<file path="src/rtl/lane_interleaver_4to1_if.sv">
// Lane-side and stream-side signals of the 4:1 lane interleaver.
// The master drives the four lane words; the slave (the interleaver) drives the status flags and the serial stream.
interface lane_interleaver_4to1_if #(
  parameter int DATA_W = 8
);
  logic [DATA_W:0] data_in0;
  logic [DATA_W:0] data_in1;
  logic [DATA_W:0] data_in2;
  logic [DATA_W:0] data_in3;
  logic [3:0]      full;
  logic [3:0]      overflow;
  logic [DATA_W:0] out_word;
  logic [1:0]      out_lane;

  modport master (
    output data_in0, data_in1, data_in2, data_in3,
    input  full, overflow, out_word, out_lane
  );

  modport slave (
    input  data_in0, data_in1, data_in2, data_in3,
    output full, overflow, out_word, out_lane
  );
endinterface

</file>
<file path="src/rtl/lane_interleaver_4to1.sv">
// Four buffered lanes interleaved into one slot-ordered stream (slots 0,1,2,3 round-robin, one word per clk4f edge).
// Latency: a pushed word can leave one edge later at the earliest, at most 4 edges when its FIFO was empty.
// Backpressure: none; a push into a full lane without a same-edge pop is dropped and sets a sticky overflow flag.
// Option IDLE_COMMA_EN: empty slots emit the comma idle word 9'h0BC instead of 9'h000.

module lane_fifo #(
  parameter int DATA_W = 8,
  parameter int DEPTH  = 4,
  parameter int ADDR_W = 2
) (
  input  logic              clk4f,
  input  logic              reset,
  input  logic              push_vld,
  input  logic [DATA_W-1:0] push_dat,
  input  logic              pop,
  output logic [DATA_W-1:0] head_dat,
  output logic              empty,
  output logic              full,
  output logic              drop
);
  localparam logic [ADDR_W:0]   CNT_FULL = (ADDR_W+1)'(DEPTH);
  localparam logic [ADDR_W:0]   CNT_ONE  = (ADDR_W+1)'(1);
  localparam logic [ADDR_W-1:0] PTR_ONE  = ADDR_W'(1);

  logic [DATA_W-1:0] mem [DEPTH];
  logic [ADDR_W-1:0] wr_ptr;
  logic [ADDR_W-1:0] rd_ptr;
  logic [ADDR_W:0]   count;
  logic              pop_ok;
  logic              push_ok;

  assign empty    = (count == '0);
  assign full     = (count == CNT_FULL);
  assign head_dat = mem[rd_ptr];
  assign pop_ok   = pop && !empty;
  // A full lane still accepts a push when the same edge frees its head entry.
  assign push_ok  = push_vld && (!full || pop_ok);
  assign drop     = push_vld && full && !pop_ok;

  always_ff @(posedge clk4f) begin
    if (push_ok && !reset) begin
      mem[wr_ptr] <= push_dat;
    end
  end

  always_ff @(posedge clk4f) begin
    if (reset) begin
      wr_ptr <= '0;
      rd_ptr <= '0;
      count  <= '0;
    end else begin
      if (push_ok) begin
        wr_ptr <= wr_ptr + PTR_ONE;
      end
      if (pop_ok) begin
        rd_ptr <= rd_ptr + PTR_ONE;
      end
      if (push_ok && !pop_ok) begin
        count <= count + CNT_ONE;
      end else if (!push_ok && pop_ok) begin
        count <= count - CNT_ONE;
      end
    end
  end
endmodule

module lane_interleaver_4to1 #(
  parameter int DATA_W = 8,
  parameter int DEPTH  = 4,
  parameter int ADDR_W = 2
) (
  input  logic                  clk4f,
  input  logic                  reset,
  lane_interleaver_4to1_if.slave lanes
);
`ifdef IDLE_COMMA_EN
  localparam logic [DATA_W:0] IDLE_WORD = {1'b0, DATA_W'(8'hBC)};
`else
  localparam logic [DATA_W:0] IDLE_WORD = '0;
`endif

  logic [DATA_W:0]   din  [4];
  logic [DATA_W-1:0] head [4];
  logic [3:0]        empty;
  logic [3:0]        full;
  logic [3:0]        drop;
  logic [3:0]        pop;
  logic [1:0]        slot;
  logic [DATA_W:0]   out_word_q;
  logic [1:0]        out_lane_q;
  logic [3:0]        overflow_q;

  assign din[0] = lanes.data_in0;
  assign din[1] = lanes.data_in1;
  assign din[2] = lanes.data_in2;
  assign din[3] = lanes.data_in3;

  for (genvar k = 0; k < 4; k++) begin : g_lane
    // Only the lane owning the current slot is offered a pop; its FIFO ignores it when empty.
    assign pop[k] = (slot == 2'(k));

    lane_fifo #(
      .DATA_W (DATA_W),
      .DEPTH  (DEPTH),
      .ADDR_W (ADDR_W)
    ) u_fifo (
      .clk4f    (clk4f),
      .reset    (reset),
      .push_vld (din[k][DATA_W]),
      .push_dat (din[k][DATA_W-1:0]),
      .pop      (pop[k]),
      .head_dat (head[k]),
      .empty    (empty[k]),
      .full     (full[k]),
      .drop     (drop[k])
    );
  end

  assign lanes.full     = full;
  assign lanes.overflow = overflow_q;
  assign lanes.out_word = out_word_q;
  assign lanes.out_lane = out_lane_q;

  always_ff @(posedge clk4f) begin
    if (reset) begin
      slot       <= '0;
      out_word_q <= '0;
      out_lane_q <= '0;
      overflow_q <= '0;
    end else begin
      slot       <= slot + 2'd1;
      out_lane_q <= slot;
      // The stored valid bit is never used; popped data is always marked valid.
      out_word_q <= empty[slot] ? IDLE_WORD : {1'b1, head[slot]};
      overflow_q <= overflow_q | drop;
    end
  end
endmodule

</file>
<file path="src/flat_wrapper.sv">
// flat-port wrapper written by rule: the top's interface ports become plain ports
module lane_interleaver_4to1_flat 
#(
  parameter int DATA_W = 8,
  parameter int DEPTH  = 4,
  parameter int ADDR_W = 2
)
  (clk4f, reset, lanes_data_in0, lanes_data_in1, lanes_data_in2, lanes_data_in3, lanes_full, lanes_overflow, lanes_out_word, lanes_out_lane);
  lane_interleaver_4to1_if #(.DATA_W(DATA_W)) lanes_i ();
  input  logic clk4f;
  input  logic reset;
  input wire logic [$bits(lanes_i.data_in0)-1:0] lanes_data_in0;
  input wire logic [$bits(lanes_i.data_in1)-1:0] lanes_data_in1;
  input wire logic [$bits(lanes_i.data_in2)-1:0] lanes_data_in2;
  input wire logic [$bits(lanes_i.data_in3)-1:0] lanes_data_in3;
  output wire logic [$bits(lanes_i.full)-1:0] lanes_full;
  output wire logic [$bits(lanes_i.overflow)-1:0] lanes_overflow;
  output wire logic [$bits(lanes_i.out_word)-1:0] lanes_out_word;
  output wire logic [$bits(lanes_i.out_lane)-1:0] lanes_out_lane;
  assign lanes_i.data_in0 = lanes_data_in0;
  assign lanes_i.data_in1 = lanes_data_in1;
  assign lanes_i.data_in2 = lanes_data_in2;
  assign lanes_i.data_in3 = lanes_data_in3;
  assign lanes_full = lanes_i.full;
  assign lanes_overflow = lanes_i.overflow;
  assign lanes_out_word = lanes_i.out_word;
  assign lanes_out_lane = lanes_i.out_lane;
  lane_interleaver_4to1 #(.DATA_W(DATA_W), .DEPTH(DEPTH), .ADDR_W(ADDR_W)) u_core (.clk4f(clk4f), .reset(reset), .lanes(lanes_i));
endmodule
</file>
<file path="config.mk">
export PLATFORM = sky130hd
export DESIGN_NAME = lane_interleaver_4to1_flat
export DESIGN_NICKNAME = d
export VERILOG_FILES = /design/src/rtl/lane_interleaver_4to1_if.sv /design/src/rtl/lane_interleaver_4to1.sv /design/src/flat_wrapper.sv
export SDC_FILE = /design/constraint.sdc
export NUM_CORES = 1
export LEC_CHECK = 0
export CAP_MARGIN = 25
export CORE_UTILIZATION = 50
export DETAILED_ROUTE_END_ITERATION = 16
export PLACE_DENSITY_LB_ADDON = 0.2
export RECOVER_POWER = 50
export SETUP_SLACK_MARGIN = 0.5
export SLEW_MARGIN = 10
export SYNTH_ARGS = -nofsm -noshare
export SYNTH_HDL_FRONTEND = slang
export SYNTH_SLANG_ARGS = --single-unit
</file>
<file path="constraint.sdc">
create_clock -name clk4f -period 3.8 [get_ports clk4f]
set_input_delay 0.95 -clock clk4f [delete_from_list [all_inputs] [get_ports clk4f]]
set_output_delay 0.95 -clock clk4f [all_outputs]
set_load 0.02 [all_outputs]
</file>
# == Word-level counts from Yosys, hierarchy flattened ==
# Memories as Yosys holds them, arrays and structs flattened. A register that Yosys moved wholly into a read port is not among the register bits.
# Cells that the tools add are included.
# totals
ff_bits,45
ram_bits,128
output_inout_bits,19
elab_cells,138
memories,4
# mem_list
name,words,width,rd,rd_ports_with_merged_regs,wr,line,source
u_core.g_lane[0].u_fifo.mem,4,8,1,1,1,lane_interleaver_4to1.sv:25,logic [DATA_W-1:0] mem [DEPTH];
u_core.g_lane[1].u_fifo.mem,4,8,1,1,1,lane_interleaver_4to1.sv:25,
u_core.g_lane[2].u_fifo.mem,4,8,1,1,1,lane_interleaver_4to1.sv:25,
u_core.g_lane[3].u_fifo.mem,4,8,1,1,1,lane_interleaver_4to1.sv:25,
# op_classes
add_sub_neg,17
order_cmp,2
n_eq_ne,7
muxes,30
n_bitwise,2
reduce_logical,59
# ops
operator,n
$logic_and A1 B1 Y1,28
$mux W3,8
$add A2 B1 Y2 const B,9
$logic_not A1 Y1,17
$bmux W8 S2,1
$mux W2,8
$mux W8,2
$add A3 B1 Y3 const B,4
$eq A3 B3 Y1 const B,4
$logic_not A3 Y1,4
$sub A3 B1 Y3 const B,4
$mux W1,9
$mux W9,1
$reduce_bool A2 Y1,4
$eq A2 B2 Y1 const B,2
$logic_or A1 B1 Y1,4
$or A4 B4 Y4,1
$ge A3 B3 Y1 const B,1
$lt A2 B3 Y1 const B,1
$not A2 Y3,1
$bmux W1 S2,1
$eq A2 B1 Y1 const B,1
$logic_not A2 Y1,1
$reduce_or A2 Y1,1

# == Logic depth before layout (Yosys ltp) ==
# Gate-level depths: netlist of the first run.
# logic_depth
word_depth,9
mapped_depth,12
mapped_depth_nobuf,11

# == By module ==
# A second synthesis of the first run with hierarchy kept.
# unflattened
hier_cells,425
hier_area_um2,7362.1
# by_module_without_submodules
module,n_inst,cells_each,area_per_inst_um2,seq_area_each_um2
lane_fifo,4,92,1651.6,1141.1
lane_interleaver_4to1,1,57,755.7,340.3

# == Worst setup path after synthesis of the first run ==
# Ideal clock, no wire load.
# synth_timing
kind,reg-to-reg
from,register u_core.slot[0]
to,register u_core.g_lane[2].u_fifo.count[2]
t_arrival_ns,2.512
required_ns,3.728
path_slack_ns,1.216
path_stages_with_launch,13
synth_period_minus_slack_ns,2.584
path_cell_list,dfxtp_1 > inv_1 > buf_1 > ha_1 > nor4b_1 > nand2b_1 > inv_1 > ha_1 > inv_1 > fa_1 > xor2_1 > or3_1 > a21oi_1
# synth_between
elab_chain_len,7
word_cells_on_any_way,10
classes_between,eq/ne (1); mux (1); reduce/logical (8)
# synth_lines
element,line,source
"start, declared",lane_interleaver_4to1.sv:88,logic [1:0] slot;
"start signal, assigned",lane_interleaver_4to1.sv:131,slot <= slot + 2'd1;
$eq A2 B2 Y1 (*),lane_interleaver_4to1.sv:100,assign pop[k] = (slot == 2'(k));
$logic_and A1 B1 Y1 (*),lane_interleaver_4to1.sv:35,assign pop_ok = pop && !empty;
$logic_or A1 B1 Y1,lane_interleaver_4to1.sv:37,assign push_ok = push_vld && (!full || pop_ok);
$logic_and A1 B1 Y1,lane_interleaver_4to1.sv:37,
$logic_not A1 Y1,lane_interleaver_4to1.sv:60,end else if (!push_ok && pop_ok) begin
$logic_and A1 B1 Y1,lane_interleaver_4to1.sv:60,
$reduce_bool A2 Y1 (no line),n/a,
"end signal, assigned",lane_interleaver_4to1.sv:59,count <= count + CNT_ONE;
"end signal, assigned",lane_interleaver_4to1.sv:61,count <= count - CNT_ONE;
"end, declared",lane_interleaver_4to1.sv:28,logic [ADDR_W:0] count;
# Mark *: on every way between the ends. The rest lies on a longest branch, timed or not.
# A chain may end at the register's enable or synchronous reset.

# == Worst setup path in the final report of the first run ==
# layout_timing
from,register u_core.slot[0]
to,register u_core.g_lane[0].u_fifo.count[2]
# layout_between
elab_chain_len,7
word_cells_on_any_way,10
classes_between,mux (1); reduce/logical (9)
# layout_lines
element,line
$logic_not A2 Y1 (*),lane_interleaver_4to1.sv:100
$logic_and A1 B1 Y1 (*),lane_interleaver_4to1.sv:35
$logic_or A1 B1 Y1,lane_interleaver_4to1.sv:37
$logic_and A1 B1 Y1,lane_interleaver_4to1.sv:37
$logic_not A1 Y1,lane_interleaver_4to1.sv:60
$logic_and A1 B1 Y1,lane_interleaver_4to1.sv:60
$reduce_bool A2 Y1 (no line),n/a
"end signal, assigned",lane_interleaver_4to1.sv:59
"end signal, assigned",lane_interleaver_4to1.sv:61
"end, declared",lane_interleaver_4to1.sv:28
# Marked as above.

==> results of run 1 <==
-- synthesized netlist by cell type, drive strengths merged, types with 16 or more instances --
library cell | n | area [sq um]
ha | 24 | 300
mux2i | 57 | 571
nor2 | 38 | 143
xor2 | 16 | 140
and2 | 16 | 100
a21oi | 16 | 80.1
buf | 20 | 108
dfxtp | 53 | 1060
o21ai | 20 | 100
inv | 18 | 67.6
o22ai | 24 | 150
edfxtp | 128 | 3840
-- per-stage QoR --
| step | power [uW] | setup WS, ns | util [%] |
|---|---|---|---|
| 6_report | 5260 | 0.816 | 60.7 |
| 5_1_grt | 5520 | 0.567 | 60.7 |
| 4_1_cts | 5320 | 0.809 | 60.8 |
| 3_5_place_dp | 3620 | 0.782 | 56.7 |
| 3_3_place_gp | 3580 | 0.882 | 56.7 |
| 2_1_floorplan | 3280 | 1.22 | - |
-- worst reg2reg max path, cell delays in order, from the launching register on --
cell and delay (ns):
dfxtp_1 0.51, inv_1 0.37, ha_1 0.38, nor4b_1 0.33, nand2b_1 0.26, inv_1 0.08
ha_1 0.21, inv_1 0.07, fa_1 0.17, xor2_1 0.08, or3_1 0.31, a21oi_1 0.14
-- state kept, by name, summed over array words and instances, names as in the netlist, named ones only --
signal                       cells
u_core.g_lane.u_fifo.mem       128
u_core.g_lane.u_fifo.count      12
u_core.lanes.out_word            9
u_core.g_lane.u_fifo.rd_ptr      8
u_core.g_lane.u_fifo.wr_ptr      8
u_core.lanes.overflow            4
u_core.lanes.out_lane            2
u_core.slot                      2
-- worst min path at each step --
stage	end	slack, ns	cells after the start
2_1_floorplan	u_core.g_lane[0].u_fifo.count[2]$_SDFFE_PP0P_	0.47	2
3_3_place_gp	u_core.lanes.overflow[3]$_SDFF_PP0_	0.45	2
3_5_place_dp	u_core.lanes.overflow[0]$_SDFF_PP0_	0.46	2
4_1_cts	u_core.lanes.overflow[0]$_SDFF_PP0_	0.48	2
5_1_grt	u_core.lanes.overflow[3]$_SDFF_PP0_	0.51	2
6_report	u_core.lanes.overflow[3]$_SDFF_PP0_	0.48	2
-- final cells by class --
| type | count | area (sq um) | share of cell area [%] |
|---|---|---|---|
| multi-input cells | 268 | 2170 | 25.5 |
| well taps | 180 | 225 | 2.64 |
| inverters | 18 | 67.6 | 0.792 |
| clock inverters | 13 | 133 | 1.56 |
| clock buffers | 19 | 443 | 5.19 |
| flip-flops and latches | 181 | 4900 | 57.5 |
| repair buffers | 57 | 581 | 6.81 |
-- kinds of logic after synthesis --
family	after synthesis
mux	66
xor+xnor	20
flops	181
simple gates	93
fa+ha+maj	28
buf+inv	41
compound gates	61
-- report_power, final --
group,internal (uW),switching (uW),leakage [uW]
Sequential,2330,181,0.00160
Combinational,518,539,0.00106
Clock,982,709,0.000280
-- per-layer routing --
layer / vias to the layer above / part of all wire [%] / track usage (%)
met5: - / 0 / 0
met4: 0 / 1.1 / 6.71
met3: 12 / 4.2 / 5.44
met2: 89 / 48 / 30.1
met1: 1929 / 47 / 25.3
li1: 1913 / - / -
==> flow_metrics.env, run 1 <==
export IMPL_cts_resized=0
export IMPL_dieWidth_microns=123
export IMPL_crit_start="u_core.slot[0]$_SDFF_PP0_"
export IMPL_final_cell_mix="128 x edfxtp_1, 57 x mux2i_1, 53 x dfxtp_1, 38 x nor2_1, 33 x dlygate4sd3_1"
export IMPL_clk_latency_ns=0.42
export IMPL_r2r_end="u_core.g_lane[0].u_fifo.count[2]$_SDFFE_PP0P_"
export IMPL_max_freq_ghz=0.335
export IMPL_critPathCaptureType="register"
export IMPL_synthXorXnorAreaFrac_pct=2.41
export IMPL_path_cells="inv_1 -> ha_1 -> nor4b_1 -> nand2b_1 -> inv_1 -> ha_1 -> inv_1 -> fa_1 -> xor2_1 -> or3_1 -> a21oi_1"
export IMPL_fin_tns_setup_ns=0
export IMPL_grt_max_degree=47
export IMPL_diodes=0
export IMPL_cp_top_family="simple AND/OR/NAND/NOR gates"
export IMPL_setup_viol=0
export IMPL_finalWirelength_microns=13000
export IMPL_timing_slew_headroom_pct=37.5
export IMPL_synth_area_per_cell_sq_um=14.8
export IMPL_cp_num_cells=11
export IMPL_cts_hold_buffers=0
export IMPL_final_common_cell="edfxtp_1"
export IMPL_drcViolationCount=0
export IMPL_drtIter0Drc=203
export IMPL_r2r_start="u_core.slot[0]$_SDFF_PP0_"
export IMPL_clockBufferDepth=2
export IMPL_worstHoldStart="u_core.lanes.overflow[3]$_SDFF_PP0_"
export IMPL_overflow=0
export IMPL_synth_compound_area_share_pct=4.68
export IMPL_htreeDepth=4
export IMPL_placed_area_sq_um=7960
export IMPL_clkSinkCount=181
export IMPL_cellLeakagePower_uw=0.00294
export IMPL_drt_pass1_iter_count=4
export IMPL_synthAdderAreaFrac_pct=5.23
export IMPL_io_buffers=56
export IMPL_synth_top_family_by_area="multiplexers"
export IMPL_routedWlPerCell_microns=17.7
export IMPL_r2r_cells=11
export IMPL_worstSetupPathType="register to register"
export IMPL_initial_core_util_pct=51.8
export IMPL_nets=609
export IMPL_dpl_hpwl_microns=8950
export IMPL_ctsRootBufferMaster="clkbuf_16"
export IMPL_die_area_sq_um=15000
export IMPL_fin_skew_ns=0.00579
export IMPL_rsz0062_at_grt="false"
export IMPL_grt_pass1_vias=4039
export IMPL_fin_crit_ns=2.98
export IMPL_numCtsBuffers=17
export IMPL_endpoint="u_core.g_lane[0].u_fifo.count[2]$_SDFFE_PP0P_"
export IMPL_cts_reportedPaths_clkPinSlew_ns=0.06
export IMPL_gp_congestion=0.726
export IMPL_status="finished clean"
export IMPL_synth_seq_cells=181
export IMPL_post_route_period_util_pct=78.5
export IMPL_cp_arrival_ns=3.34
export IMPL_synth_simple_area_share_pct=7.02
export IMPL_postCtsSetupBuffers=0
export IMPL_maxSlewViolCount=0
export IMPL_cp_required_ns=4.16
export IMPL_dpl_cell_count=704
export IMPL_vias=3943
export IMPL_cap_violations=0
export IMPL_io_pins=57
export IMPL_netlist_area_sq_um=7270
export IMPL_ant_nets=0
export IMPL_rows=43
export IMPL_vias_per_cell=5.36
export IMPL_crit_path_frequent_cell="inv_1"
export IMPL_worstSetupStartpointType="register"
export IMPL_async_flop_share_pct=0
export IMPL_synth_mux_area_share_pct=10.6
export IMPL_drive_above_1_share_pct=7.91
export IMPL_cts_tree="yes"
export IMPL_ff2ff_setup_slack_ns=0.82
export IMPL_grt_usage_pct=19.1
export IMPL_hold_violations=0
export IMPL_hold_slack_ns=0.480
export IMPL_instances_no_fill=736
export IMPL_fillers=1056
export IMPL_ys_seq_area_share_pct=67.5
export IMPL_critPathMaxFanout=14
export IMPL_ys_flop_type="edfxtp_1"
export IMPL_syn_to_final_growth_pct=17.3
export IMPL_hold_class="register to register"
export IMPL_antenna_found_initial=0
export IMPL_core_sq_um=14000
export IMPL_synth_distinct_cells=30
export IMPL_die_y_microns=123
export IMPL_synth_nets=556
export IMPL_power_density_nw_per_um2=617
export IMPL_worst_pin_slew_ns=0.937
export IMPL_fin_area_sq_um=8530
export IMPL_yosys_warnings=0
export IMPL_crit_buf_inv=3
export IMPL_cp_slowest_stage_delay_ns=0.51
export IMPL_vdd_ir_drop_max_uv=459
export IMPL_grt_pass1_wl_microns=20800
export IMPL_slowest_stage="dfxtp_1"
export IMPL_syn_inst=490
export IMPL_synth_edf_count=128
Note: power is estimated with default switching activity, not from simulation.
==> inputs of run 2 (changes only) <==
clock period = 2.9 ns   (was 3.8 ns; I/O delays follow)
==> flow_metrics.env, run 2 (synthesis results as in run 1) <==
export IMPL_status="finished clean"
export IMPL_cts_tree="yes"
export IMPL_routedWlPerCell_microns=17.3
export IMPL_cellLeakagePower_uw=0.00301
export IMPL_grt_max_degree=47
export IMPL_syn_to_final_growth_pct=18.8
export IMPL_largest_reg_flops=128
export IMPL_cp_required_ns=3.25
export IMPL_fin_skew_ns=0.00865
export IMPL_numCtsBuffers=17
export IMPL_fillers=1056
export IMPL_drcViolationCount=0
export IMPL_drive_above_1_share_pct=9.09
export IMPL_ctsRootBufferMaster="clkbuf_16"
export IMPL_antenna_found_initial=0
export IMPL_rows=43
export IMPL_initial_core_util_pct=51.8
export IMPL_finalWirelength_microns=12900
export IMPL_final_seq_area_sq_um=4910
export IMPL_r2r_cells=11
export IMPL_worst_pin_slew_ns=0.952
export IMPL_fin_crit_ns=2.47
export IMPL_final_common_cell="edfxtp_1"
export IMPL_critPathCaptureType="register"
export IMPL_post_route_period_util_pct=85.3
export IMPL_overflow=0
export IMPL_final_cell_mix="128 x edfxtp_1, 57 x mux2i_1, 52 x dfxtp_1, 38 x nor2_1, 33 x dlygate4sd3_1"
export IMPL_die_y_microns=123
export IMPL_diodes=0
export IMPL_hold_class="register to register"
export IMPL_worstSetupStartpointType="register"
export IMPL_clockBufferDepth=2
export IMPL_regMostFlops="u_core.g_lane.u_fifo.mem"
export IMPL_clk_latency_ns=0.42
export IMPL_multi_input_comb_area_sq_um=2190
export IMPL_core_sq_um=14000
export IMPL_power_density_nw_per_um2=819
export IMPL_r2r_start="u_core.slot[0]$_SDFF_PP0_"
export IMPL_die_area_sq_um=15000
export IMPL_fin_tns_setup_ns=0
export IMPL_setup_viol=0
export IMPL_drtIter0Drc=250
export IMPL_hold_violations=0
export IMPL_cap_violations=0
export IMPL_dpl_hpwl_microns=8680
export IMPL_grt_pass1_vias=3832
export IMPL_vias_per_cell=5.23
export IMPL_crit_start="u_core.slot[0]$_SDFF_PP0_"
export IMPL_rsz0062_at_grt="true"
export IMPL_io_pins=57
export IMPL_r2r_end="u_core.g_lane[2].u_fifo.count[2]$_SDFFE_PP0P_"
export IMPL_critPathMaxFanout=8
export IMPL_io_buffers=56
export IMPL_grt_usage_pct=18.5
export IMPL_grt_pass1_wl_microns=19900
export IMPL_timing_slew_headroom_pct=36.4
export IMPL_clkSinkCount=181
export IMPL_cp_arrival_ns=2.82
export IMPL_vias=3876
export IMPL_drt_pass1_iter_count=4
export IMPL_worstSetupPathType="register to register"
export IMPL_ff2ff_setup_slack_ns=0.43
export IMPL_vdd_ir_drop_max_uv=393
export IMPL_cts_reportedPaths_clkPinSlew_ns=0.06
export IMPL_ant_nets=0
export IMPL_gp_congestion=0.757
export IMPL_maxSlewViolCount=0
export IMPL_utilization_pct=61.5
export IMPL_htreeDepth=4
export IMPL_max_freq_ghz=0.404
export IMPL_nets=614
export IMPL_dieWidth_microns=123
export IMPL_endpoint="u_core.g_lane[2].u_fifo.count[2]$_SDFFE_PP0P_"
-- run 2: cell types whose count changed in the layout (fill, tap and decap cells not counted), sizes merged --
cell / change
bufinv: +2
clkdlybuf4s50: -4
clkbuf: +5
clkinv: -6
buf: +4
dlygate4sd2: +4
clkinvlp: +1
inv: -1
-- run 2: critical path, stage by stage, from the launching register on --
cell	delay (ns)
dfxtp_1	0.51
inv_2	0.12
ha_2	0.23
nor4b_4	0.23
nand2b_1	0.25
inv_1	0.07
ha_1	0.21
inv_1	0.07
fa_1	0.17
xor2_1	0.07
or3_1	0.32
a21oi_1	0.14
-- run 2: power by group --
group	leakage [uW]	internal, uW	switching (uW)
Combinational	0.00110	648	716
Clock	0.000307	1530	881
Sequential	0.00160	3060	246
-- run 2: worst min-delay path by stage --
stage,startpoint,to,cells past startpoint
floorplan,u_core.slot[0]$_SDFF_PP0_,u_core.slot[0]$_SDFF_PP0_,1
global placement,u_core.lanes.overflow[3]$_SDFF_PP0_,u_core.lanes.overflow[3]$_SDFF_PP0_,2
detailed placement,u_core.lanes.overflow[3]$_SDFF_PP0_,u_core.lanes.overflow[3]$_SDFF_PP0_,2
CTS,u_core.lanes.overflow[3]$_SDFF_PP0_,u_core.lanes.overflow[3]$_SDFF_PP0_,2
global route,u_core.lanes.overflow[1]$_SDFF_PP0_,u_core.lanes.overflow[1]$_SDFF_PP0_,2
finish,u_core.lanes.overflow[3]$_SDFF_PP0_,u_core.lanes.overflow[3]$_SDFF_PP0_,2
-- run 2: through the flow --
stage | total power [uW] | setup WS (ns) | cells | area [sq um] | hold WS, ns
final | 7080 | 0.426 | 741 | 8640 | 0.465
after global routing | 7430 | 0.232 | 741 | 8640 | 0.520
after CTS | 7180 | 0.499 | 740 | 8660 | 0.474
after detailed placement | 4770 | 0.178 | 707 | 8000 | 0.460
after global placement | 4710 | 0.239 | 707 | 8000 | 0.456
after floorplan | 4310 | 0.502 | 490 | 7290 | 0.463
-- run 2: timing repair --
action,in CTS,in global routing
resized for setup,10,7
hold buffers,0,0
pin swaps,1,0
buffers inserted,1,1
endpoints found under the setup margin,9,7
-- run 2: cell type report --
cell class / count / share of cell area [%]
timing repair buffer: 62 / 7.05
multi-input combinational: 268 / 25.4
sequential: 181 / 56.8
inverter: 18 / 0.782
tap: 180 / 2.61
clock inverter: 9 / 1.72
clock buffer: 23 / 5.65
-- run 2: routing by layer --
layer | vias up | GRT usage (%) | wire length (microns)
met2 | 71 | 28.5 | 6210
met3 | 12 | 4.37 | 562
met5 | - | 0 | 0
met1 | 1875 | 25.5 | 5920
met4 | 0 | 6.86 | 158
li1 | 1918 | - | -
==> inputs of run 3 (changes only) <==
SETUP_SLACK_MARGIN = 0.1   (was 0.5)
SYNTH_HIERARCHICAL = 1   (was default)
==> flow_metrics.env, run 3 <==
export IMPL_worstSetupPathType="register to register"
export IMPL_synth_edf_count=128
export IMPL_drtIter0Drc=297
export IMPL_final_cell_mix="128 x edfxtp_1, 53 x dfxtp_1, 40 x mux4_2, 38 x nor2_1, 32 x dlygate4sd3_1"
export IMPL_power_share_combinational_pct=19.9
export IMPL_diodes=0
export IMPL_io_pins=57
export IMPL_synth_seq_cells=181
export IMPL_finalWirelength_microns=13300
export IMPL_initial_core_util_pct=52.2
export IMPL_ant_nets=0
export IMPL_cts_reportedPaths_clkPinSlew_ns=0.07
export IMPL_drive_above_1_share_pct=20.7
export IMPL_seqPwrFrac_pct=45.8
export IMPL_clkPwrFrac_pct=34.3
export IMPL_synth_top_area_share_pct=52.2
export IMPL_worstSetupStartpointType="register"
export IMPL_gp_congestion=0.720
export IMPL_largest_reg_flops=128
export IMPL_vias_per_cell=5.38
export IMPL_ys_top_cells_by_count="128 x edfxtp_1, 53 x dfxtp_1, 40 x mux4_2"
export IMPL_post_route_period_util_pct=86.6
export IMPL_vias=3758
export IMPL_vdd_ir_drop_max_uv=418
export IMPL_fillers=1029
export IMPL_final_common_cell="edfxtp_1"
export IMPL_netlist_area_sq_um=7360
export IMPL_routedWlPerCell_microns=19.1
export IMPL_critPathMaxFanout=6
export IMPL_power_density_nw_per_um2=828
export IMPL_synth_most_common_cell="edfxtp_1"
export IMPL_syn_inst=425
export IMPL_async_flop_share_pct=0
export IMPL_ys_flop_type="edfxtp_1"
export IMPL_dpl_hpwl_microns=9230
export IMPL_postCtsSetupBuffers=0
export IMPL_synth_distinct_cells=30
export IMPL_cap_violations=0
export IMPL_die_area_sq_um=15200
export IMPL_clk_latency_ns=0.43
export IMPL_synth_top_cells_by_area="edfxtp_1 52%, dfxtp_1 14%, mux4_2 12%, ha_1 4.1%, nor3b_1 2.0%"
export IMPL_yosysTopAreaCell="edfxtp_1"
export IMPL_synth_area_per_cell_sq_um=17.3
export IMPL_fin_area_sq_um=8820
export IMPL_p_switching_uw=1950
export IMPL_io_buffers=56
export IMPL_synth_nets=491
export IMPL_drcViolationCount=0
export IMPL_p_sw_share_pct=26.6
export IMPL_hold_class="register to register"
export IMPL_regMostFlops="u_core/g_lane.u_fifo/mem"
export IMPL_yosys_warnings=6
export IMPL_syn_to_final_growth_pct=19.9
export IMPL_numCtsBuffers=17
export IMPL_die_y_microns=123
export IMPL_cts_resized=0
export IMPL_fin_tns_setup_ns=0
export IMPL_fin_skew_ns=0.00647
export IMPL_timing_slew_headroom_pct=16.5
export IMPL_htreeDepth=4
export IMPL_setup_viol=0
export IMPL_rows=43
export IMPL_placed_area_sq_um=8230
export IMPL_status="finished clean"
export IMPL_ctsRootBufferMaster="clkbuf_16"
export IMPL_cp_required_ns=3.25
export IMPL_nets=571
export IMPL_ys_seq_area_share_pct=66.6
export IMPL_cp_arrival_ns=2.86
export IMPL_worst_pin_slew_ns=1.25
export IMPL_internal_power_uw=5360
export IMPL_grt_max_degree=48
export IMPL_core_sq_um=14100
export IMPL_cellLeakagePower_uw=0.00309
export IMPL_overflow=0
export IMPL_dieWidth_microns=123
export IMPL_cts_tree="yes"
export IMPL_max_freq_ghz=0.398
export IMPL_critPathCaptureType="register"
export IMPL_antenna_found_initial=0
export IMPL_rsz0062_at_grt="false"
export IMPL_maxSlewViolCount=0
export IMPL_clockBufferDepth=2
export IMPL_fin_crit_ns=2.51
export IMPL_grt_pass1_wl_microns=20800
export IMPL_grt_pass1_vias=3857
export IMPL_clkSinkCount=181
export IMPL_grt_usage_pct=19.3
export IMPL_hold_violations=0
export IMPL_drt_pass1_iter_count=4
export IMPL_cts_hold_buffers=0
## run 3: cell types whose count changed after synthesis, moves of 6 or more
cell	previous run	this run
and2_1	16	0
buf_4	7	0
nor3b_1	4	20
nor2b_1	2	8
mux4_2	9	40
o21ai_0	20	4
nand2_1	6	0
mux2i_1	57	10
o22ai_1	24	0
a21oi_1	16	4
## run 3: through the flow
stage	instances	setup WS (ns)	total power (uW)	hold WS, ns	util (%)
CTS	698	0.381	7400	0.470	63.0
floorplan	425	0.599	4360	0.481	-
finish	698	0.388	7300	0.464	62.6
detailed placement	666	0.134	4900	0.452	58.4
global route	698	0.194	7640	0.491	62.6
global placement	666	0.191	4840	0.448	58.4
## run 3: cell type report
type	count	area, sq um	share of cell area (%)
clock buffer	17	425	4.82
clock inverter	15	224	2.54
inverter	19	71.3	0.808
multi-input combinational	211	2280	25.9
sequential	181	4900	55.6
tap	180	225	2.55
timing repair buffer	75	691	7.83
## run 3: worst paths after layout
path | start | endpoint | slack, ns | cells past startpoint
worst max-delay path | u_core/slot[0]$_SDFF_PP0_ | u_core/g_lane[3].u_fifo/count[2]$_SDFFE_PP0P_ | 0.39 | 10
worst min-delay path | u_core/lanes.overflow[1]$_SDFF_PP0_ | u_core/lanes.overflow[1]$_SDFF_PP0_ | 0.46 | 2
worst max register to register | u_core/slot[0]$_SDFF_PP0_ | u_core/g_lane[3].u_fifo/count[2]$_SDFFE_PP0P_ | 0.39 | 10
worst min register to register | u_core/lanes.overflow[1]$_SDFF_PP0_ | u_core/lanes.overflow[1]$_SDFF_PP0_ | 0.46 | 2
## run 3: routing by layer
metal	track usage, %	wire (microns)	part of all wire, %
met2	32.5	6820	51
met1	24.9	5940	45
met3	3.87	352	2.6
met4	7.00	204	1.5
met5	0	0	0
## run 3: logic make-up (layout without fill, tap and decap cells)
family          count (synthesis)  count (layout)  synth area share [%]
flops                         181             181                  66.6
simple gates                   96              96                  8.23
mux                            54              54                  14.4
buf+inv                        33             126                  1.95
fa+ha+maj                      28              28                  5.17
compound gates                 17              17                  1.72
xor+xnor                       16              16                  1.90
## run 3: critical path: stages, from the launching register on
cell and delay, ns:
dfxtp_1 0.43, ha_1 0.27, nor4b_1 0.09, nand2b_1 0.22
inv_1 0.16, ha_1 0.21, inv_1 0.06, fa_1 0.37
xor2_1 0.16, or3_1 0.32, a21oi_1 0.14
## run 3: power groups by stage
stage	logic [uW]	registers [uW]	clock network, uW
3_3_place_gp	1450	3390	0
4_1_cts	1510	3360	2540
5_1_grt	1600	3400	2650
3_5_place_dp	1490	3410	0
2_1_floorplan	1030	3330	0
6_report	1450	3350	2500
